## src/rtl/uart_fifo.sv

```systemverilog
// rtl/uart_fifo.sv - memory-mapped UART with TX/RX FIFOs, optional parity and runtime baud divisor
module uart_fifo #(
    parameter int                   DATA_BITS   = 8,
    parameter int                   FIFO_DEPTH  = 4,
    parameter int                   DIV_WIDTH   = 16,
    parameter logic [DIV_WIDTH-1:0] DEFAULT_DIV = 16'd434
) (
    input  logic        clk,
    input  logic        reset,
    input  logic        WE,
    input  logic        RE,
    input  logic [31:0] addr,
    input  logic [31:0] WD,
    input  logic        rxd,
    output logic        txd,
    output logic [31:0] RD,
    output logic        interrupt
);
    localparam int                   AW       = $clog2(FIFO_DEPTH);
    localparam logic [DIV_WIDTH-1:0] DIV_ONE  = 1;
    localparam logic [DIV_WIDTH-1:0] DIV_MIN  = 2;
    localparam logic [2:0]           LAST_BIT = 3'(DATA_BITS - 1);

    typedef enum logic [2:0] {S_IDLE, S_START, S_DATA, S_PARITY, S_STOP} state_t;

    logic [5:0]           ctrl_q, ctrl_d;
    logic [DIV_WIDTH-1:0] div_q, div_d;
    logic [DATA_BITS-1:0] tx_mem [FIFO_DEPTH];
    logic [DATA_BITS-1:0] rx_mem [FIFO_DEPTH];
    logic [AW:0]          tx_wp_q, tx_wp_d, tx_rp_q, tx_rp_d;
    logic [AW:0]          rx_wp_q, rx_wp_d, rx_rp_q, rx_rp_d;
    state_t               tx_state_q, tx_state_d, rx_state_q, rx_state_d;
    logic [DIV_WIDTH-1:0] tx_cnt_q, tx_cnt_d, tx_div_q, tx_div_d;
    logic [DIV_WIDTH-1:0] rx_cnt_q, rx_cnt_d, rx_div_q, rx_div_d;
    logic [2:0]           tx_bit_q, tx_bit_d, rx_bit_q, rx_bit_d;
    logic [DATA_BITS-1:0] tx_shift_q, tx_shift_d, rx_shift_q, rx_shift_d;
    logic                 tx_par_en_q, tx_par_en_d, tx_par_bit_q, tx_par_bit_d;
    logic                 rx_par_en_q, rx_par_en_d, rx_par_odd_q, rx_par_odd_d;
    logic                 txd_q, txd_d;
    logic [2:0]           rx_sync_q, rx_sync_d;
    logic                 ovr_q, ovr_d, ferr_q, ferr_d, perr_q, perr_d;
    logic                 irq_q, irq_d;

    logic [1:0] sel;
    logic       tx_empty, tx_full, rx_empty, rx_full, tx_busy;
    logic       tx_push, tx_load, rx_push, rx_pop, rx_store;
    logic       rx_line, rx_fall, ferr_set, perr_set;
    logic       unused_bits;

    assign sel      = addr[3:2];
    assign tx_empty = (tx_wp_q == tx_rp_q);
    assign tx_full  = (tx_wp_q[AW] != tx_rp_q[AW]) && (tx_wp_q[AW-1:0] == tx_rp_q[AW-1:0]);
    assign rx_empty = (rx_wp_q == rx_rp_q);
    assign rx_full  = (rx_wp_q[AW] != rx_rp_q[AW]) && (rx_wp_q[AW-1:0] == rx_rp_q[AW-1:0]);
    assign tx_busy  = (tx_state_q != S_IDLE);
    assign rx_pop   = RE && (sel == 2'd0) && !rx_empty;
    assign rx_store = rx_push && (!rx_full || rx_pop);
    assign rx_line  = rx_sync_q[1];
    assign rx_fall  = rx_sync_q[2] & ~rx_sync_q[1];
    assign txd       = txd_q;
    assign interrupt = irq_q;
    assign unused_bits = ^{addr[31:4], addr[1:0], WD};

    always_ff @(posedge clk) begin
        if (tx_push)  tx_mem[tx_wp_q[AW-1:0]] <= WD[DATA_BITS-1:0];
        if (rx_store) rx_mem[rx_wp_q[AW-1:0]] <= rx_shift_q;
    end

    // TX: a load happens from IDLE or at the end of STOP, which chains frames without a gap
    always_comb begin
        tx_state_d   = tx_state_q;
        tx_cnt_d     = tx_cnt_q;
        tx_div_d     = tx_div_q;
        tx_bit_d     = tx_bit_q;
        tx_shift_d   = tx_shift_q;
        tx_par_en_d  = tx_par_en_q;
        tx_par_bit_d = tx_par_bit_q;
        tx_load      = 1'b0;
        if (tx_state_q == S_IDLE) begin
            tx_load = !tx_empty;
        end else if (tx_cnt_q == tx_div_q - DIV_ONE) begin
            tx_cnt_d = '0;
            tx_div_d = div_q;
            case (tx_state_q)
                S_START: begin
                    tx_state_d = S_DATA;
                    tx_bit_d   = '0;
                end
                S_DATA: begin
                    tx_shift_d = tx_shift_q >> 1;
                    tx_bit_d   = tx_bit_q + 3'd1;
                    if (tx_bit_q == LAST_BIT) tx_state_d = tx_par_en_q ? S_PARITY : S_STOP;
                end
                S_PARITY: tx_state_d = S_STOP;
                default: begin
                    tx_state_d = S_IDLE;
                    tx_load    = !tx_empty;
                end
            endcase
        end else begin
            tx_cnt_d = tx_cnt_q + DIV_ONE;
        end
        if (tx_load) begin
            tx_state_d   = S_START;
            tx_cnt_d     = '0;
            tx_div_d     = div_q;
            tx_shift_d   = tx_mem[tx_rp_q[AW-1:0]];
            tx_par_en_d  = ctrl_q[0];
            tx_par_bit_d = (^tx_mem[tx_rp_q[AW-1:0]]) ^ ctrl_q[1];
        end
        tx_push = WE && (sel == 2'd0) && (!tx_full || tx_load);
        tx_wp_d = tx_wp_q + {{AW{1'b0}}, tx_push};
        tx_rp_d = tx_rp_q + {{AW{1'b0}}, tx_load};
        case (tx_state_q)
            S_START:  txd_d = 1'b0;
            S_DATA:   txd_d = tx_shift_q[0];
            S_PARITY: txd_d = tx_par_bit_q;
            default:  txd_d = 1'b1;
        endcase
    end

    always_comb begin
        rx_sync_d    = {rx_sync_q[1:0], ctrl_q[5] ? txd_q : rxd};
        rx_state_d   = rx_state_q;
        rx_cnt_d     = rx_cnt_q;
        rx_div_d     = rx_div_q;
        rx_bit_d     = rx_bit_q;
        rx_shift_d   = rx_shift_q;
        rx_par_en_d  = rx_par_en_q;
        rx_par_odd_d = rx_par_odd_q;
        rx_push      = 1'b0;
        ferr_set     = 1'b0;
        perr_set     = 1'b0;
        case (rx_state_q)
            S_IDLE: begin
                if (rx_fall) begin
                    rx_state_d   = S_START;
                    rx_cnt_d     = '0;
                    rx_div_d     = div_q;
                    rx_par_en_d  = ctrl_q[0];
                    rx_par_odd_d = ctrl_q[1];
                end
            end
            S_START: begin
                if (rx_cnt_q == (rx_div_q >> 1) - DIV_ONE) begin
                    rx_cnt_d   = '0;
                    rx_div_d   = div_q;
                    rx_bit_d   = '0;
                    rx_state_d = rx_line ? S_IDLE : S_DATA;
                end else begin
                    rx_cnt_d = rx_cnt_q + DIV_ONE;
                end
            end
            default: begin
                if (rx_cnt_q == rx_div_q - DIV_ONE) begin
                    rx_cnt_d = '0;
                    rx_div_d = div_q;
                    case (rx_state_q)
                        S_DATA: begin
                            rx_shift_d = {rx_line, rx_shift_q[DATA_BITS-1:1]};
                            rx_bit_d   = rx_bit_q + 3'd1;
                            if (rx_bit_q == LAST_BIT) rx_state_d = rx_par_en_q ? S_PARITY : S_STOP;
                        end
                        S_PARITY: begin
                            perr_set   = (^rx_shift_q) ^ rx_line ^ rx_par_odd_q;
                            rx_state_d = S_STOP;
                        end
                        default: begin
                            rx_push    = 1'b1;
                            ferr_set   = !rx_line;
                            rx_state_d = S_IDLE;
                        end
                    endcase
                end else begin
                    rx_cnt_d = rx_cnt_q + DIV_ONE;
                end
            end
        endcase
        rx_wp_d = rx_wp_q + {{AW{1'b0}}, rx_store};
        rx_rp_d = rx_rp_q + {{AW{1'b0}}, rx_pop};
    end

    // A new error event in the same cycle as a STATUS read wins over the clear
    always_comb begin
        ctrl_d = ctrl_q;
        div_d  = div_q;
        if (WE && sel == 2'd2) ctrl_d = WD[5:0];
        if (WE && sel == 2'd3) div_d = (WD[DIV_WIDTH-1:0] < DIV_MIN) ? DIV_MIN : WD[DIV_WIDTH-1:0];
        ovr_d  = ovr_q;
        ferr_d = ferr_q;
        perr_d = perr_q;
        if (RE && sel == 2'd1) begin
            ovr_d  = 1'b0;
            ferr_d = 1'b0;
            perr_d = 1'b0;
        end
        if (rx_push && !rx_store) ovr_d = 1'b1;
        if (ferr_set) ferr_d = 1'b1;
        if (perr_set) perr_d = 1'b1;
        irq_d = (ctrl_q[2] & !rx_empty) | (ctrl_q[3] & tx_empty & !tx_busy)
              | (ctrl_q[4] & (ovr_q | ferr_q | perr_q));
    end

    always_comb begin
        RD = '0;
        case (sel)
            2'd0:    if (!rx_empty) RD[DATA_BITS-1:0] = rx_mem[rx_rp_q[AW-1:0]];
            2'd1:    RD[7:0] = {tx_busy, perr_q, ferr_q, ovr_q, tx_full, tx_empty, rx_full, !rx_empty};
            2'd2:    RD[5:0] = ctrl_q;
            default: RD[DIV_WIDTH-1:0] = div_q;
        endcase
    end

    always_ff @(posedge clk or negedge reset) begin
        if (!reset) begin
            ctrl_q       <= '0;
            div_q        <= DEFAULT_DIV;
            tx_wp_q      <= '0;
            tx_rp_q      <= '0;
            rx_wp_q      <= '0;
            rx_rp_q      <= '0;
            tx_state_q   <= S_IDLE;
            rx_state_q   <= S_IDLE;
            tx_cnt_q     <= '0;
            tx_div_q     <= DEFAULT_DIV;
            rx_cnt_q     <= '0;
            rx_div_q     <= DEFAULT_DIV;
            tx_bit_q     <= '0;
            rx_bit_q     <= '0;
            tx_shift_q   <= '0;
            rx_shift_q   <= '0;
            tx_par_en_q  <= 1'b0;
            tx_par_bit_q <= 1'b0;
            rx_par_en_q  <= 1'b0;
            rx_par_odd_q <= 1'b0;
            txd_q        <= 1'b1;
            rx_sync_q    <= 3'b111;
            ovr_q        <= 1'b0;
            ferr_q       <= 1'b0;
            perr_q       <= 1'b0;
            irq_q        <= 1'b0;
        end else begin
            ctrl_q       <= ctrl_d;
            div_q        <= div_d;
            tx_wp_q      <= tx_wp_d;
            tx_rp_q      <= tx_rp_d;
            rx_wp_q      <= rx_wp_d;
            rx_rp_q      <= rx_rp_d;
            tx_state_q   <= tx_state_d;
            rx_state_q   <= rx_state_d;
            tx_cnt_q     <= tx_cnt_d;
            tx_div_q     <= tx_div_d;
            rx_cnt_q     <= rx_cnt_d;
            rx_div_q     <= rx_div_d;
            tx_bit_q     <= tx_bit_d;
            rx_bit_q     <= rx_bit_d;
            tx_shift_q   <= tx_shift_d;
            rx_shift_q   <= rx_shift_d;
            tx_par_en_q  <= tx_par_en_d;
            tx_par_bit_q <= tx_par_bit_d;
            rx_par_en_q  <= rx_par_en_d;
            rx_par_odd_q <= rx_par_odd_d;
            txd_q        <= txd_d;
            rx_sync_q    <= rx_sync_d;
            ovr_q        <= ovr_d;
            ferr_q       <= ferr_d;
            perr_q       <= perr_d;
            irq_q        <= irq_d;
        end
    end
endmodule

```

## config.mk

```make
export PLATFORM = sky130hd
export DESIGN_NAME = uart_fifo
export DESIGN_NICKNAME = d
export VERILOG_FILES = /design/src/rtl/uart_fifo.sv
export SDC_FILE = /design/constraint.sdc
export NUM_CORES = 1
export LEC_CHECK = 0
export BUFFER_PORTS_ARGS = -buffer_cell sky130_fd_sc_hd__buf_2
export CORE_UTILIZATION = 62
export CTS_BUF_LIST = sky130_fd_sc_hd__clkbuf_8
export DETAILED_ROUTE_END_ITERATION = 7
export GPL_TIMING_DRIVEN = 0
export PLACE_DENSITY = 0.82
export SLEW_MARGIN = 40
export SYNTH_ARGS = -nofsm -noshare
export SYNTH_HDL_FRONTEND = slang
export SYNTH_SLANG_ARGS = --single-unit
```

## constraint.sdc

```tcl
create_clock -name clk -period 4.3 [get_ports clk]
set_input_delay 0.43 -clock clk [delete_from_list [all_inputs] [get_ports clk]]
set_output_delay 0.43 -clock clk [all_outputs]
set_load 0.01 [all_outputs]
```

# Yosys cells after proc, flatten, opt, wreduce, memory -nomap -nowiden
# Memories as Yosys holds them, arrays and structs flattened.
# Cells that the tools add are included.
totals:
  ff_bits: 138
  n_memories: 2
  wordCells: 193
  ram_bits: 64
  input_bits: 69
mem_list:
  columns: ["memory", "depth", "word_bits", "read_ports", "rd_ports_with_merged_regs", "write_ports", "line", "source"]
  rows:
  - ["rx_mem", 4, 8, 1, 0, 1, "29", "logic [DATA_BITS-1:0] rx_mem [FIFO_DEPTH];"]
  - ["tx_mem", 4, 8, 1, 0, 1, "28", "logic [DATA_BITS-1:0] tx_mem [FIFO_DEPTH];"]
op_classes:
  muxes: 64
  bitwise_logic: 16
  reduce_logical: 48
  n_addsub: 11
  eq_ne: 25
  n_lt_le_gt_ge: 1
ops:
  columns: ["operator", "n"]
  rows:
  - ["16-bit two-way mux", 13]
  - ["16-bit case mux with 2 select lines", 2]
  - ["16-bit == test", 3]
  - ["8-bit two-way mux", 6]
  - ["3-bit two-way mux", 13]
  - ["16-bit by 1-bit adder with 16-bit output (second input constant)", 2]
  - ["16-bit by 1-bit subtractor with 16-bit output (second input constant)", 2]
  - ["3-bit case mux with 2 select lines", 4]
  - ["1-bit two-way mux", 21]
  - ["6-bit case mux with 3 select lines", 1]
  - ["16-bit by 2-bit < comparator with 1-bit output (second input constant)", 1]
  - ["2-bit nonzero test", 8]
  - ["8-bit XOR reduction", 2]
  - ["15-bit by 1-bit subtractor with 16-bit output (second input constant)", 1]
  - ["3-bit AND reduction", 5]
  - ["3-bit by 1-bit adder with 3-bit output", 4]
  - ["3-bit by 2-bit == test with 1-bit output (second input constant)", 4]
  - ["1-bit logical AND", 11]
  - ["3-bit case mux with 3 select lines", 1]
  - ["4-bit AND reduction", 2]
  - ["1-bit logical NOT", 7]
  - ["3-bit by 1-bit adder with 3-bit output (second input constant)", 2]
  - ["3-bit by 1-bit == test with 1-bit output (second input constant)", 2]
  - ["3-bit == test", 2]
  - ["22 further kinds", 46]

# Depth between registers and ports, before layout
depth:
  word_depth: 9
  ltp_mapped: 16
  mapped_depth_nobuf: 13

# Worst setup path after synthesis
# No wires, ideal clock.
synth_path:
  path_type: "register to register"
  start: "reg rx_div_q[2]"
  end: "reg rx_bit_q[0]"
  path_slack_ps: 724
  setup_time_ps: 125
  arrival_time_ps: 3451
  required_time_ps: 4175
  stages_incl_launch_ff: 13
  period_less_slack_ps: 3576
  path_cell_list: "dfrtp_1 inv_1 ha_1 or4b_1 buf_2 nor4bb_1 xnor2_1 o2111ai_1 or4_4 or4b_1 buf_6 o21ai_4 mux2_4"
synth_via:
  elab_chain_len: 4
  word_cells_on_any_way: 7
synth_rtl:
  columns: ["item", "line", "source"]
  rows:
  - ["start: declaration", "34", "logic [DIV_WIDTH-1:0] rx_cnt_q, rx_cnt_d, rx_div_q, rx_div_d;"]
  - ["start signal: assignment", "254", "rx_div_q <= rx_div_d;"]
  - ["15-bit by 1-bit subtractor with 16-bit output / 16-bit by 1-bit subtractor with 16-bit output (equally long branches)", "145, 155", null]
  - ["16-bit == test, on equally long branches", "145, 155", null]
  - ["2-bit != test (no source line) / 2-bit nonzero test (equally long branches)", null, null]
  - ["4-bit AND reduction (no source line) (*)", null, null]
  - ["end signal: assignment", "256", "rx_bit_q <= rx_bit_d;"]
  - ["end: declaration", "35", "logic [2:0] tx_bit_q, tx_bit_d, rx_bit_q, rx_bit_d;"]
# Every way passes the cells marked *; elsewhere a longest branch is shown, timed or not.
# A chain may end at the register's enable or synchronous reset.

# Final worst setup path
layout_path:
  start: "reg rx_div_q[2]"
  end: "mem rx_mem[0][7], enable pin"
layout_via:
  elab_chain_len: 7
layout_rtl:
  columns: ["item", "line", "source"]
  rows:
  - ["16-bit by 1-bit subtractor with 16-bit output", "155", "if (rx_cnt_q == rx_div_q - DIV_ONE) begin"]
  - ["16-bit == test", "155", null]
  - ["1-bit two-way mux", "155", null]
  - ["1-bit two-way mux", "134", "case (rx_state_q)"]
  - ["1-bit logical AND", "57", "assign rx_store = rx_push && (!rx_full || rx_pop);"]
  - ["1-bit two-way mux", "66", "if (rx_store) rx_mem[rx_wp_q[AW-1:0]] <= rx_shift_q;"]
  - ["1-bit two-way mux (implied by the code)", "66", null]
  - ["end: declaration", "29", null]
# Every way passes these cells.

==> reports/metrics.cfg <==
[place]
dpl.hpwl_mm=16.0
gp_congestion=0.938
io_buffers=38

[final_layout]
final_common_cell=dfrtp_1
nets=1096
n_antenna_cell=0
syn2layout_area_growth_pct=11.9
final_core_util_pct=71.6
final_cell_mix=dfrtp_1 (119), mux2_2 (71), edfxtp_1 (64)
drive_above_1_share_pct=24.3
fillCellCount=1198

[critical_path]
slowest_stage=nor3_2
critPathTopFamily=simple AND/OR/NAND/NOR gates
critPathArrivalTime_ps=4330
rrSetupSlack_ps=110
slowest_delay_ps=650
critPathLaunch=rx_div_q[2]
cp_data_required_time_ps=4440
critical_path.cell_chain=inv_1, ha_1, or4b_1, buf_2, nor4b_1, xnor2_1, nor4bb_1, nand4_1, nor3_2
start_kind=register
reg2reg_to=rx_mem[0][7]
crit_buf_inv=2
end_kind=register
r2r_start=rx_div_q[2]
rr_worst_depth=9
worst-setup-path-type=register to register
cp_max_fo=9

[logic_synthesis]
synth_area_per_cell_um2=11.6
synth_cell_types=79
synth_area_leader_cell=dfrtp_1
synth.area.top_cells=dfrtp_1 (28%), edfxtp_1 (18%), mux2_2 (7.5%)
synth_warnings=0
synthArstFlopShare_pct=68.3
netlist_area_um2=10700
ys_seq_area_share_pct=50.5
syn_inst=919
yosys.area.top_type_share_pct=27.9
synth_edf_count=64
synth_flop_cell=dfrtp_1
ys_ff_latch=202

[global_routing]
grt.overflow.total=0
grt_max_degree=72
antenna_found_initial=2
grt_pass1_wl_mm=36.8
grt_pass1_vias=7204
grtUsageTotal_pct=26.5

[worst_hold_path]
min-delay-start=WD[14]
hp-class=input pin to register
whs_path_depth=2
holdPathEnd=div_q[14]

[power_and_ir_drop]
total_power_mw=7.36
p_leak_nw=4.94
p_per_area_nw_per_um2=616
ir_drop_v=0.000456

[die]
die_x_um=133
coreArea_um2=16700
io-pin-count=103
fp-row-count=47
die_area_um2=17800
initial_core_util_pct=64.0
dieHeight_um=133

[clock_tree]
clk_pin_slew_ps=60
clock_latency_ps=530
cts-root-buf=clkbuf_8
htree_levels=2
postCtsSetupBuffers=0
cts_sinks=202
cts_tree=built
clock_path_buffers=3
numCtsBuffers=35

[status]
status=complete, no violations

[sta]
finalSetupViolCount=0
maxSlewHeadroom_pct=49.3
period_share_pct=97.4
report.final.slew_viol_count=0
tightestPinTransition_ps=753
period_needed_ps=4190
fin_worst_skew_ps=27.0
grt_setup_unrepaired=yes
whs_ps=153
finalHoldViolCount=0
clock.fmax_ghz=0.239

[detailed_routing]
drt_iter0_markers=616
via_per_inst=5.89
wire_per_inst_um=18.0
ant_nets=0
drc=0
first_pass_iters=5
wl_mm=22.6
vias=7414

[run]
maxCapViolCount=0

==> worst max-delay path by stage <==
stage               cells past startpoint      endpoint  slack (ps)
finish                                  9  rx_mem[0][7]         110
global route                            9  rx_mem[1][4]         -90
CTS                                    10  tx_mem[1][3]         150
detailed placement                     10  tx_mem[1][4]           8
global placement                        9  rx_mem[2][5]         -70
floorplan                              12   rx_bit_q[0]         720
==> power by group <==
| group | internal [mW] | switching [mW] |
|---|---|---|
| registers | 2.43 | 0.375 |
| logic | 1.36 | 1.56 |
| clock network | 0.858 | 0.777 |
| total | 4.65 | 2.72 |
==> area by class of cell <==
type / count / area [um^2] / share of cell area, %
multi-input cells: 635 / 4940 / 41.3
inverters: 29 / 109 / 0.910
plain buffers: 68 / 340 / 2.85
clock buffers: 40 / 551 / 4.60
well taps: 220 / 275 / 2.30
repair buffers: 40 / 238 / 1.99
flip-flops and latches: 202 / 5400 / 45.1
clock inverters: 24 / 110 / 0.921
==> registers in the layout (all words and copies together) (netlist names), 3 cells and up <==
signal and cells:
rx_mem 32, rx_bit_q 3, div_q 16, rx_div_q 16, rx_sync_q 3, tx_rp_q 3
tx_shift_q 8, rx_shift_q 8, tx_bit_q 3, tx_wp_q 3, rx_wp_q 3, tx_cnt_q 16
rx_rp_q 3, rx_state_q 3, rx_cnt_q 16, tx_mem 32, tx_div_q 16, ctrl_q 6
tx_state_q 3
==> metal layers <==
layer	GRT usage, %	up-vias	part of all wire (%)
li1	-	3482	-
met1	36.2	3625	43
met2	42.1	253	48
met3	5.06	54	5.7
met4	10.4	0	2.9
met5	0	-	0
==> metrics by stage <==
stage / cells / worst slack (ps) / TNS (ps) / instance area [um^2]
after floorplan: 934 / 724 / 0 / 10700
after global placement: 1192 / -65.5 / -1480 / 11200
after detailed placement: 1193 / 7.95 / 0 / 11300
after CTS: 1258 / 150 / 0 / 11900
after global routing: 1258 / -94.8 / -2840 / 12000
final: 1258 / 111 / 0 / 12000
==> cells in the mapped netlist (7+ instances only) <==
| library cell | n |
|---|---|
| dfrtp_1 | 119 |
| mux2_2 | 71 |
| edfxtp_1 | 64 |
| xnor2_1 | 60 |
| nor2_1 | 55 |
| xor2_1 | 54 |
| nand2_1 | 51 |
| clkbuf_1 | 36 |
| inv_1 | 29 |
| o21ai_0 | 29 |
| nand3_1 | 28 |
| a21oi_1 | 24 |
| nor3_1 | 21 |
| dfstp_2 | 19 |
| nor4_1 | 17 |
| buf_4 | 16 |
| ha_1 | 16 |
| mux4_2 | 16 |
| and3_1 | 14 |
| nand4_1 | 13 |
| mux2_4 | 9 |
| nor2b_1 | 9 |
| buf_2 | 8 |
| or3_1 | 8 |
| a31oi_1 | 7 |
| mux2i_1 | 7 |
| nand2b_1 | 7 |
| or4_1 | 7 |
==> timing repair <==
action,4_1_cts,5_1_grt
endpoints found under the setup margin,16,78
pin swaps,0,0
resized for setup,1,4
hold buffers,1,0
endpoints found under the hold margin,66,0
==> cell families after synthesis <==
family                   count (synthesis)  synth area share [%]
flip-flops                             202                  50.5
other                                    1                0.0351
multiplexers                           106                  13.1
XOR/XNOR                               114                  9.34
adder cells (fa/ha/maj)                 16                  1.87
AO/OA/AOI/OAI                          114                  7.26
AND/OR/NAND/NOR                        269                  13.7
buffers and inverters                   97                  4.20
(Power assumes the default switching activity.)
